**config.mk**
```make
export PLATFORM = sky130hd
export DESIGN_NAME = fooart_fifo_core
export DESIGN_NICKNAME = d
export VERILOG_FILES = /design/src/rtl/fooart_fifo_core.sv
export SDC_FILE = /design/constraint.sdc
export NUM_CORES = 1
export LEC_CHECK = 0
export CAP_MARGIN = 20
export CORE_MARGIN = 3
export CORE_UTILIZATION = 65
export DETAILED_ROUTE_END_ITERATION = 12
export PLACE_DENSITY = 0.79
export SLEW_MARGIN = 15
export SYNTH_ARGS = -nofsm -noshare
export SYNTH_HDL_FRONTEND = slang
export SYNTH_SLANG_ARGS = --single-unit
```
**constraint.sdc**
```tcl
create_clock -name i_clk -period 6.35 [get_ports i_clk]
set_clock_uncertainty 0.2 [all_clocks]
set_input_delay 0.9525 -clock i_clk [delete_from_list [all_inputs] [get_ports i_clk]]
set_output_delay 0.9525 -clock i_clk [all_outputs]
set_load 0.02 [all_outputs]
```
**src/rtl/fooart_fifo_core.sv**
```systemverilog
// 16550-compatible host port: RX/TX FIFOs, paced TX drain, prioritised IIR interrupts,
// RX overrun flag, FCR flush/trigger control and MCR loopback.
module fooart_fifo_core #(
  parameter int RX_DEPTH  = 16,
  parameter int TX_DEPTH  = 16,
  parameter int DRAIN_DIV = 16
) (
  input  logic       i_clk,
  input  logic       i_reset_n,
  input  logic       i_cs,
  input  logic [2:0] i_addr,
  input  logic       i_rd,
  input  logic       i_wr,
  input  logic [7:0] i_data,
  output logic [7:0] o_data,
  input  logic [7:0] i_rx,
  input  logic       i_rx_stb,
  output logic [7:0] o_tx,
  output logic       o_tx_stb,
  output logic       o_int
);

  localparam int RXAW = $clog2(RX_DEPTH);
  localparam int TXAW = $clog2(TX_DEPTH);
  localparam int DCW  = (DRAIN_DIV > 1) ? $clog2(DRAIN_DIV) : 1;

  localparam logic [RXAW:0]    RX_FULL_CNT = (RXAW+1)'(RX_DEPTH);
  localparam logic [TXAW:0]    TX_FULL_CNT = (TXAW+1)'(TX_DEPTH);
  localparam logic [DCW-1:0]   DRAIN_LOAD  = DCW'(DRAIN_DIV - 1);
  localparam logic [RXAW:0]    TRIG_1  = (RXAW+1)'(1);
  localparam logic [RXAW:0]    TRIG_4  = (RXAW+1)'(4);
  localparam logic [RXAW:0]    TRIG_8  = (RXAW+1)'((RX_DEPTH < 8) ? RX_DEPTH : 8);
  localparam logic [RXAW:0]    TRIG_14 = (RXAW+1)'((RX_DEPTH < 14) ? RX_DEPTH : 14);

  // Bus edge detection and control registers
  logic           prev_rd_q, prev_wr_q;
  logic [7:0]     lcr_q, lcr_d, scr_q, scr_d, dll_q, dll_d, dlm_q, dlm_d;
  logic [3:0]     ier_q, ier_d;
  logic [4:0]     mcr_q, mcr_d;
  logic [1:0]     trig_sel_q, trig_sel_d;
  logic           oe_q, oe_d, thre_pend_q, thre_pend_d;
  logic           int_q;
  logic [7:0]     tx_byte_q, tx_byte_d;
  logic           tx_stb_q, tx_stb_d;
  logic [DCW-1:0] drain_cnt_q, drain_cnt_d;

  // FIFO storage and pointers
  logic [7:0]      rx_mem_q [RX_DEPTH];
  logic [7:0]      tx_mem_q [TX_DEPTH];
  logic [RXAW-1:0] rx_wp_q, rx_wp_d, rx_rp_q, rx_rp_d;
  logic [RXAW:0]   rx_cnt_q, rx_cnt_d;
  logic [TXAW-1:0] tx_wp_q, tx_wp_d, tx_rp_q, tx_rp_d;
  logic [TXAW:0]   tx_cnt_q, tx_cnt_d;

  logic       rd_go_s, wr_go_s, dlab_s, loop_s;
  logic       rbr_rd_s, thr_wr_s, iir_rd_s, fcr_wr_s, lsr_rd_s, ier_wr_s;
  logic       rx_empty_s, rx_full_s, tx_empty_s, tx_full_s;
  logic       rx_flush_s, tx_flush_s, rx_pop_s, rx_req_s, rx_push_s, rx_ovr_s;
  logic       tx_pop_s, tx_push_s;
  logic [7:0] rx_wdata_s, tx_head_s, rbr_s, lsr_s;
  logic [RXAW:0] trig_lvl_s;
  logic [3:0] int_id_s;

  assign rd_go_s  = i_cs & i_rd & ~prev_rd_q;
  assign wr_go_s  = i_cs & i_wr & ~prev_wr_q;
  assign dlab_s   = lcr_q[7];
  assign loop_s   = mcr_q[4];

  assign rbr_rd_s = rd_go_s & (i_addr == 3'd0) & ~dlab_s;
  assign thr_wr_s = wr_go_s & (i_addr == 3'd0) & ~dlab_s;
  assign ier_wr_s = wr_go_s & (i_addr == 3'd1) & ~dlab_s;
  assign iir_rd_s = rd_go_s & (i_addr == 3'd2);
  assign fcr_wr_s = wr_go_s & (i_addr == 3'd2);
  assign lsr_rd_s = rd_go_s & (i_addr == 3'd5);

  assign rx_empty_s = (rx_cnt_q == '0);
  assign rx_full_s  = (rx_cnt_q == RX_FULL_CNT);
  assign tx_empty_s = (tx_cnt_q == '0);
  assign tx_full_s  = (tx_cnt_q == TX_FULL_CNT);
  assign tx_head_s  = tx_mem_q[tx_rp_q];
  assign rbr_s      = rx_empty_s ? 8'h00 : rx_mem_q[rx_rp_q];

  assign tx_flush_s = fcr_wr_s & i_data[2];
  assign tx_pop_s   = ~tx_empty_s & (drain_cnt_q == '0) & ~tx_flush_s;
  assign tx_push_s  = thr_wr_s & (~tx_full_s | tx_pop_s) & ~tx_flush_s;

  // In loopback the drained byte replaces the host as the only RX source
  assign rx_flush_s = fcr_wr_s & i_data[1];
  assign rx_req_s   = loop_s ? tx_pop_s  : i_rx_stb;
  assign rx_wdata_s = loop_s ? tx_head_s : i_rx;
  assign rx_pop_s   = rbr_rd_s & ~rx_empty_s & ~rx_flush_s;
  assign rx_push_s  = rx_req_s & (~rx_full_s | rx_pop_s) & ~rx_flush_s;
  assign rx_ovr_s   = rx_req_s & rx_full_s & ~rx_pop_s & ~rx_flush_s;

  assign lsr_s = {1'b0, tx_empty_s & (drain_cnt_q == '0), tx_empty_s, 3'b000, oe_q, ~rx_empty_s};

  // FIFO pointer and occupancy next-state
  always_comb begin
    rx_wp_d  = rx_wp_q;
    rx_rp_d  = rx_rp_q;
    rx_cnt_d = rx_cnt_q;
    tx_wp_d  = tx_wp_q;
    tx_rp_d  = tx_rp_q;
    tx_cnt_d = tx_cnt_q;
    if (rx_flush_s) begin
      rx_wp_d  = '0;
      rx_rp_d  = '0;
      rx_cnt_d = '0;
    end else begin
      if (rx_push_s) rx_wp_d = rx_wp_q + RXAW'(1);
      else           rx_wp_d = rx_wp_q;
      if (rx_pop_s)  rx_rp_d = rx_rp_q + RXAW'(1);
      else           rx_rp_d = rx_rp_q;
      case ({rx_push_s, rx_pop_s})
        2'b10:   rx_cnt_d = rx_cnt_q + (RXAW+1)'(1);
        2'b01:   rx_cnt_d = rx_cnt_q - (RXAW+1)'(1);
        default: rx_cnt_d = rx_cnt_q;
      endcase
    end
    if (tx_flush_s) begin
      tx_wp_d  = '0;
      tx_rp_d  = '0;
      tx_cnt_d = '0;
    end else begin
      if (tx_push_s) tx_wp_d = tx_wp_q + TXAW'(1);
      else           tx_wp_d = tx_wp_q;
      if (tx_pop_s)  tx_rp_d = tx_rp_q + TXAW'(1);
      else           tx_rp_d = tx_rp_q;
      case ({tx_push_s, tx_pop_s})
        2'b10:   tx_cnt_d = tx_cnt_q + (TXAW+1)'(1);
        2'b01:   tx_cnt_d = tx_cnt_q - (TXAW+1)'(1);
        default: tx_cnt_d = tx_cnt_q;
      endcase
    end
  end

  // RX trigger level and interrupt priority encoder
  always_comb begin
    case (trig_sel_q)
      2'd0:    trig_lvl_s = TRIG_1;
      2'd1:    trig_lvl_s = TRIG_4;
      2'd2:    trig_lvl_s = TRIG_8;
      default: trig_lvl_s = TRIG_14;
    endcase
    if (ier_q[2] & oe_q)                           int_id_s = 4'b0110;
    else if (ier_q[0] & (rx_cnt_q >= trig_lvl_s))  int_id_s = 4'b0100;
    else if (ier_q[1] & thre_pend_q)               int_id_s = 4'b0010;
    else                                           int_id_s = 4'b0001;
  end

  // Register writes, status flags, drain pacing and output strobes
  always_comb begin
    lcr_d = lcr_q; ier_d = ier_q; mcr_d = mcr_q; scr_d = scr_q;
    dll_d = dll_q; dlm_d = dlm_q; trig_sel_d = trig_sel_q;
    if (wr_go_s) begin
      case (i_addr)
        3'd0:    if (dlab_s) dll_d = i_data; else dll_d = dll_q;
        3'd1:    if (dlab_s) dlm_d = i_data; else ier_d = i_data[3:0];
        3'd2:    trig_sel_d = i_data[7:6];
        3'd3:    lcr_d = i_data;
        3'd4:    mcr_d = i_data[4:0];
        3'd7:    scr_d = i_data;
        default: lcr_d = lcr_q;
      endcase
    end else begin
      lcr_d = lcr_q;
    end

    if (rx_ovr_s)      oe_d = 1'b1;
    else if (lsr_rd_s) oe_d = 1'b0;
    else               oe_d = oe_q;

    // A new THRE event wins over a simultaneous acknowledge
    if ((~tx_empty_s & (tx_cnt_d == '0)) | (ier_wr_s & i_data[1] & ~ier_q[1] & tx_empty_s))
      thre_pend_d = 1'b1;
    else if ((iir_rd_s & (int_id_s == 4'b0010)) | thr_wr_s)
      thre_pend_d = 1'b0;
    else
      thre_pend_d = thre_pend_q;

    if (tx_flush_s)              drain_cnt_d = '0;
    else if (tx_pop_s)           drain_cnt_d = DRAIN_LOAD;
    else if (drain_cnt_q != '0)  drain_cnt_d = drain_cnt_q - DCW'(1);
    else                         drain_cnt_d = drain_cnt_q;

    tx_stb_d = tx_pop_s & ~loop_s;
    if (tx_stb_d) tx_byte_d = tx_head_s;
    else          tx_byte_d = tx_byte_q;
  end

  // Sequential state with asynchronous reset
  always_ff @(posedge i_clk or negedge i_reset_n) begin
    if (!i_reset_n) begin
      prev_rd_q   <= 1'b0;
      prev_wr_q   <= 1'b0;
      lcr_q       <= 8'h03;
      ier_q       <= 4'h0;
      mcr_q       <= 5'h00;
      scr_q       <= 8'h00;
      dll_q       <= 8'h00;
      dlm_q       <= 8'h00;
      trig_sel_q  <= 2'd0;
      oe_q        <= 1'b0;
      thre_pend_q <= 1'b0;
      int_q       <= 1'b0;
      tx_byte_q   <= 8'h00;
      tx_stb_q    <= 1'b0;
      drain_cnt_q <= '0;
      rx_wp_q     <= '0;
      rx_rp_q     <= '0;
      rx_cnt_q    <= '0;
      tx_wp_q     <= '0;
      tx_rp_q     <= '0;
      tx_cnt_q    <= '0;
    end else begin
      prev_rd_q   <= i_cs & i_rd;
      prev_wr_q   <= i_cs & i_wr;
      lcr_q       <= lcr_d;
      ier_q       <= ier_d;
      mcr_q       <= mcr_d;
      scr_q       <= scr_d;
      dll_q       <= dll_d;
      dlm_q       <= dlm_d;
      trig_sel_q  <= trig_sel_d;
      oe_q        <= oe_d;
      thre_pend_q <= thre_pend_d;
      int_q       <= (int_id_s != 4'b0001);
      tx_byte_q   <= tx_byte_d;
      tx_stb_q    <= tx_stb_d;
      drain_cnt_q <= drain_cnt_d;
      rx_wp_q     <= rx_wp_d;
      rx_rp_q     <= rx_rp_d;
      rx_cnt_q    <= rx_cnt_d;
      tx_wp_q     <= tx_wp_d;
      tx_rp_q     <= tx_rp_d;
      tx_cnt_q    <= tx_cnt_d;
    end
  end

  // FIFO storage; occupancy counters guard every read so contents need no reset
  always_ff @(posedge i_clk) begin
    if (rx_push_s) rx_mem_q[rx_wp_q] <= rx_wdata_s;
    if (tx_push_s) tx_mem_q[tx_wp_q] <= i_data;
  end

  // Combinational read mux
  always_comb begin
    o_data = 8'h00;
    if (i_cs & i_rd) begin
      case (i_addr)
        3'd0:    o_data = dlab_s ? dll_q : rbr_s;
        3'd1:    o_data = dlab_s ? dlm_q : {4'h0, ier_q};
        3'd2:    o_data = {2'b11, 2'b00, int_id_s};
        3'd3:    o_data = lcr_q;
        3'd4:    o_data = {3'b000, mcr_q};
        3'd5:    o_data = lsr_s;
        3'd7:    o_data = scr_q;
        default: o_data = 8'h00;
      endcase
    end else begin
      o_data = 8'h00;
    end
  end

  assign o_tx     = tx_byte_q;
  assign o_tx_stb = tx_stb_q;
  assign o_int    = int_q;

endmodule

```
**After elaboration in Yosys (flattened, before gate mapping)**

Memories as Yosys holds them, arrays and structs flattened.
Cells that the tools add are included.

- Add/subtract/negate cells: 9
- Order comparisons: 1
- Equal/unequal tests: 16
- Muxes and demuxes: 34
- Bitwise gates (word level): 52
- Reduce and logical (&&, ||, !) cells: 22

Operators with widths:

| kind | count |
|---|---|
| $pmux 8 s7 | 1 |
| $mux 4 | 11 |
| $mux 8 | 5 |
| $and 1x1->1 | 36 |
| $pmux 5 s2 | 2 |
| $add 4x1->4 const B | 4 |
| $logic_not 5->1 | 3 |
| $not 1->1 | 12 |
| $pmux 4 s3 | 1 |
| $reduce_bool 2->1 | 6 |
| $add 5x1->5 const B | 2 |
| $eq 5x5->1 const B | 2 |
| $mux 5 | 2 |
| $sub 5x1->5 const B | 2 |
| $eq 3x3->1 const B | 3 |
| $mux 1 | 9 |
| $reduce_and 3->1 | 3 |
| $reduce_and 2->1 | 4 |
| $eq 2x1->1 const B | 3 |
| $eq 2x2->1 const B | 3 |
| $eq 3x2->1 const B | 2 |
| $mux 3 | 2 |
| $reduce_bool 3->1 | 2 |
| $ge 5x5->1 | 1 |
| other kinds (10) | 13 |

- Flip-flop bits (word level): 87
- Bits in writable memories: 256
- Output and inout port bits: 18
- Logic and storage cells: 157
- Memories: 2

Memory list:

| memory | words | bits a word | rd ports | clocked after memory_dff | write ports | line | RTL |
|---|---|---|---|---|---|---|---|
| rx_mem_q | 16 | 8 | 1 | 0 | 1 | 48 | `logic [7:0] rx_mem_q [RX_DEPTH];` |
| tx_mem_q | 16 | 8 | 1 | 0 | 1 | 49 | `logic [7:0] tx_mem_q [TX_DEPTH];` |

**Depth between registers and ports, before layout**

- Depth after elaboration: 16
- Depth in mapped cells: 17
- Depth with buffers taken out: 15

**Least setup slack after synthesis**

Ideal clock, no wire load.

- Path type: input to register
- From: in i_addr[0]
- To: reg thre_pend_q
- Setup time: 0.083 ns
- Arrival time: 4.127 ns
- Data required time: 6.067 ns
- Slack: 1.940 ns
- Stages on the path: 15
- Path buffers: 2
- Cells stage by stage: clkbuf_1 > nor4_1 > nand2_1 > o21ba_4 > inv_2 > ha_1 > clkbuf_1 > xor2_1 > ha_1 > a21oi_1 > or3b_2 > a31oi_1 > mux2i_1 > or3_1 > o21ai_0

- Cells in the longest elaborated chain, start to end: 15
- Elaborated cells on any way between the ends: 29
- Classes of those cells: 4 x eq/ne; 3 x mux; 19 x bitwise; 3 x reduce/logical

RTL lines:

| item | line | RTL |
|---|---|---|
| from (decl) | 11 | `input logic [2:0] i_addr,` |
| $eq 3x2->1 | 73 | `assign fcr_wr_s = wr_go_s & (i_addr == 3'd2);` |
| $and 1x1->1 | 73 |  |
| $and 1x1->1 | 83 | `assign tx_flush_s = fcr_wr_s & i_data[2];` |
| $not 1->1 | 84, 85 |  |
| $and 1x1->1 | 84 | `assign tx_pop_s = ~tx_empty_s & (drain_cnt_q == '0) & ~tx_flush_s;` |
| $or 1x1->1 | 85 | `assign tx_push_s = thr_wr_s & (~tx_full_s \| tx_pop_s) & ~tx_flush_s;` |
| $and 1x1->1 (2 in series) | 85 |  |
| $eq 2x1->1 or $eq 2x2->1 (tied branches) | 129 | `case ({tx_push_s, tx_pop_s})` |
| $pmux 5 s2 | 129 |  |
| $mux 5 * | 120 | `if (tx_flush_s) begin` |
| named net tx_cnt_d[4] | 53 | `logic [TXAW:0] tx_cnt_q, tx_cnt_d;` |
| $logic_not 5->1 * | 174 | `if ((~tx_empty_s & (tx_cnt_d == '0)) \| (ier_wr_s & i_data[1] & ~ier_q[1] & tx_empty_s))` |
| $and 1x1->1 * | 174 |  |
| $or 1x1->1 * | 174 |  |
| $mux 1 or $reduce_bool 2->1 (tied branches) | -- |  |
| to (signal assigned) | 226 | `thre_pend_q <= thre_pend_d;` |
| to (decl) | 41 | `logic oe_q, oe_d, thre_pend_q, thre_pend_d;` |

The timed path passes the listed nets; every way through them passes the cells marked *.
A chain may end at the register's enable or synchronous reset.

**Final worst setup path**

- From: reg rx_rp_q[0]
- To: out o_data[2]

- Cells in the longest elaborated chain, start to end: 5

RTL lines:

| item | line | RTL |
|---|---|---|
| from (decl) | 50 | `logic [RXAW-1:0] rx_wp_q, rx_wp_d, rx_rp_q, rx_rp_d;` |
| from (signal assigned) | 232 | `rx_rp_q <= rx_rp_d;` |
| $mem_v2 16x8 | -- |  |
| $mux 8 | 81 | `assign rbr_s = rx_empty_s ? 8'h00 : rx_mem_q[rx_rp_q];` |
| $mux 8 | 251 | `3'd0: o_data = dlab_s ? dll_q : rbr_s;` |
| $pmux 8 s7 | 250 | `case (i_addr)` |
| $mux 8 | 249 | `if (i_cs & i_rd) begin` |
| to (decl) | 15 | `output logic [7:0] o_data,` |

No other way between the ends.

==> results.md <==
- Final-report max-slew violation count: 0
- Via count of the first global-routing pass: ~8500
- TritonCTS clock tree: yes
- Final Critical Period: between 4000 and 5000 ps
- Cell mode on critical path: sky130_fd_sc_hd__mux4_2
- Hold Vio Cnt, Final: 0
- Area growth from synthesis to layout: 12.0%
- Syn nets: 940
- Routed length per placed instance: between 20 and 30 um
- Max rail drop VDD: about 0.00023 V
- Number of standard-cell rows in the floorplan: 54
- Die height: ~160 um
- Placer's final routability congestion estimate: 0.885
- Clock slew at reported path FFs: around 60 ps
- Power density over the cells: 414 nW/um^2
- Worst hold-check path type: primary input to asynchronous set/reset pin
- Count of cell types in the netlist: 64
- Async set or reset register ratio after synthesis: about a quarter
- Worst flop-to-flop path startpoint: drain_cnt_q[0]$_DFFE_PN0P_
- Global-route wire length before repair: 50300 um
- Cell type of the slowest stage on the worst timing path: sky130_fd_sc_hd__dfrtp_2
- Via Count: ~8200
- Area inside the core boundary: between 20000 and 25000 sq um
- DRT antenna net count: 0
- Via-per-instance ratio: 6.59
- Post-detailed-routing wire length: between 30000 and 40000 um
- Cell area after synthesis: between 10000 and 15000 sq um
- Synthesized instance count: ~900
- Setup repair after global routing missed its margin: no
- Sort of element at the start of the critical path: flop
- Number of synthesized register bits: ~340
- Final-report setup violation count: 0
- Top_reg_cell synth: sky130_fd_sc_hd__edfxtp_1
- Accumulated negative setup slack: 0 ps
- Max cap viols: 0
- Starting Density: 66.9%
- Final antenna diode count: 0
- Number of iterations in the first detailed-routing pass: 5
- Clock network power share: around 28%
- Combinational power share: a little over a quarter
- Filler cells: around 1300
- Resized Gates After CTS: 0
- Worst Max-Slew Pin Slew: approximately 1100 ps
- Crit path setup slack, layout: ~1500 ps
- CP max stage delay: around 910 ps
- Switching power share of the total: 30.1%
- Max transition margin: 29.6%
- Req. time, crit path: about 5200 ps
- Iteration-0 DRC Markers: 749
- Internal power: roughly 4.8 mW
- Path type of the worst setup path: flop to output pin
- Number of clock sinks: roughly 340
- Total DRC errors in the routed layout: 0
- GRT Resource Usage Total: a little over a quarter
- Post CTS Setup Buffer Count: 0
- Hold Buf Count CTS: 0
- CTS Root Cell: sky130_fd_sc_hd__clkbuf_16
- Result of the run: finished, final reports clean
- Type of element capturing the critical path: output pin
- Yosys synthesis warning count: 0
- Clock latency of the later-clocked register in the worst-skew pair: between 500 and 600 ps
- R2R depth: 14
- Number of logic stages on the critical path including buffering: 6
- Post-layout util: between 70% and 80%
- Number of enable-type register cells in the synthesized netlist: around 260
- Die Width: 157 um
- Number of antenna violations at the first check in global routing: 0
- DPL Wire Length: 20700 um
- Leakage power: 5.85 nW
- Number of nets in the finished design: roughly 1000
- Top-level I/O count: between 40 and 50
- Share of total power in sequential cells: between 40% and 50%
- Top fanout value on the critical path: 27
- Tcrit/Tclk final: between 70% and 80%
- Die area: approximately 25000 sq um
- Pin count of the biggest net entering global routing: 73
- P_sw: 2.06 mW
- Total clock buffers created by CTS: 35
- Pre-CTS WS: about 1300 ps
- Layout cells sized above 1: 21.9%
- Overflow after GRT: 0
- Avg Inst Size Synth: 16.6 sq um
- Buffering stage count on the worst path with inverters included: 3
- Proportion of synthesized chip area in sequential cells: approximately two thirds
- IO buf count: 42
- Slack of the worst reg-to-reg path: just over 2000 ps
- Data arrival time of the critical path: between 3000 and 4000 ps
- Highest achievable clock rate: 0.205 GHz
- End of the worst register-to-register path: thre_pend_q$_DFFE_PN0P_
- Clock tree buffer depth: 3
- Largest delay share family, worst path: multiplexers
- H-tree level count: 2
- Sequence of cells on the critical path: buf_4, mux4_2, mux4_2, inv_1, o22ai_1, clkdlybuf4s50_1
## cell families after synthesis
kind of cell / Yosys count / synth area share [%]
flops: 343 / 66.7
simple gates: 185 / 6.71
mux: 156 / 17.2
compound gates: 95 / 4.37
buf+inv: 73 / 1.95
fa+ha+maj: 23 / 2.00
xor+xnor: 17 / 1.01
## how the worst max path moves through the flow
stage,from,to,slack (ps)
after global routing,rx_rp_q[0]$_DFFE_PN0P_,o_data[2],1280
final,rx_rp_q[0]$_DFFE_PN0P_,o_data[2],1470
after CTS,rx_rp_q[0]$_DFFE_PN0P_,o_data[2],1410
after floorplan,i_addr[0],thre_pend_q$_DFFE_PN0P_,1940
after detailed placement,i_addr[1],thre_pend_q$_DFFE_PN0P_,1290
after global placement,i_addr[1],thre_pend_q$_DFFE_PN0P_,1480
## registers in the layout, indices dropped and copies added, names as in the netlist, 2 cells and up
| register | count |
|---|---|
| rx_mem_q | 128 |
| tx_mem_q | 128 |
| rx_wp_q | 4 |
| lcr_q | 8 |
| drain_cnt_q | 4 |
| ier_q | 4 |
| trig_sel_q | 2 |
| mcr_q | 5 |
| tx_wp_q | 4 |
| scr_q | 8 |
| tx_cnt_q | 5 |
| tx_rp_q | 4 |
| rx_cnt_q | 5 |
| rx_rp_q | 4 |
| o_tx | 8 |
| dlm_q | 8 |
| dll_q | 8 |
## power groups by stage
stage	clock [mW]	sequential, mW	combinational (mW)
CTS	1.96	3.06	1.87
global route	2.05	3.11	2.01
global placement	0	3.08	1.77
detailed placement	0	3.10	1.83
finish	1.93	3.07	1.86
floorplan	0	2.97	1.39
## Yosys cell counts (all sizes together) (8+ instances only)
master  count  share of area, %
a21oi      21              0.79
and2       26               1.1
buf        20              0.61
clkbuf     24              0.61
dfrtp      85                14
edfxtp    256                52
ha         22               1.9
inv        29              0.74
mux2       60               4.6
mux2i      23               1.6
mux4       73                11
nand2      37              0.94
nand3      16              0.58
nor2       44               1.1
nor3        8              0.27
nor4        9              0.48
o21ai      21              0.71
o22ai       8              0.34
xor2       10              0.59
## layout by cell type (no fill, tap or decap), types with 4 or more instances in the layout
cell                              count
sky130_fd_sc_hd__nand2_1             37
sky130_fd_sc_hd__mux2_2              60
sky130_fd_sc_hd__and3_1               4
sky130_fd_sc_hd__clkinv_2             6
sky130_fd_sc_hd__o22ai_1              8
sky130_fd_sc_hd__nor2b_1              6
sky130_fd_sc_hd__and2_1              25
sky130_fd_sc_hd__nand2b_1             7
sky130_fd_sc_hd__inv_1               28
sky130_fd_sc_hd__o221ai_1             6
sky130_fd_sc_hd__nor4_1               8
sky130_fd_sc_hd__a31oi_1              4
sky130_fd_sc_hd__xnor2_1              7
sky130_fd_sc_hd__xor2_1              10
sky130_fd_sc_hd__mux2i_1             23
sky130_fd_sc_hd__mux4_2              73
sky130_fd_sc_hd__nand3_1             15
sky130_fd_sc_hd__nand3b_1             6
sky130_fd_sc_hd__clkbuf_16           36
sky130_fd_sc_hd__buf_4               14
sky130_fd_sc_hd__dfrtp_1             83
sky130_fd_sc_hd__nor3_1               7
sky130_fd_sc_hd__a21oi_1             20
sky130_fd_sc_hd__clkbuf_1             9
sky130_fd_sc_hd__o21ai_0             20
sky130_fd_sc_hd__or3_1                4
sky130_fd_sc_hd__ha_1                22
sky130_fd_sc_hd__clkdlybuf4s50_1     41
sky130_fd_sc_hd__nor2_1              44
sky130_fd_sc_hd__edfxtp_1           256
## worst register-to-register path: stages, from the launching register on
cell and delay, ps:
sky130_fd_sc_hd__dfrtp_1 420, sky130_fd_sc_hd__inv_1 120, sky130_fd_sc_hd__ha_1 200, sky130_fd_sc_hd__or3b_1 510, sky130_fd_sc_hd__a21oi_4 320, sky130_fd_sc_hd__and2_1 210
sky130_fd_sc_hd__ha_1 350, sky130_fd_sc_hd__xor2_1 220, sky130_fd_sc_hd__ha_1 240, sky130_fd_sc_hd__a21oi_1 80, sky130_fd_sc_hd__or3b_2 460, sky130_fd_sc_hd__a31oi_1 240
sky130_fd_sc_hd__mux2i_1 130, sky130_fd_sc_hd__or3_1 350, sky130_fd_sc_hd__o21ai_0 140
## routing by layer
| metal | global-route usage [%] | up-vias | routed length [um] |
|---|---|---|---|
| li1 | - | 3571 | - |
| met1 | 39.3 | 4207 | 13000 |
| met2 | 44.5 | 372 | 16200 |
| met3 | 4.42 | 57 | 2390 |
| met4 | 8.42 | 0 | 769 |
| met5 | 0 | - | 0 |
## stage by stage
step	area [sq um]	hold slack, ps	cells	power (mW)
floorplan	14800	271	892	4.36
global placement	15500	286	1183	4.85
detailed placement	15500	292	1183	4.93
CTS	16600	90.9	1245	6.89
global route	16600	96.5	1245	7.17
finish	16600	98.4	1245	6.85
## area by class of cell
class	count	area, sq um	share of cell area [%]
sequential	343	9870	59.6
multi-input combinational	476	4640	28.0
clock buffer	48	976	5.89
inverter	29	109	0.657
clock inverter	14	111	0.672
tap	280	350	2.11
timing repair buffer	55	515	3.11
(Power assumes the default switching activity.)
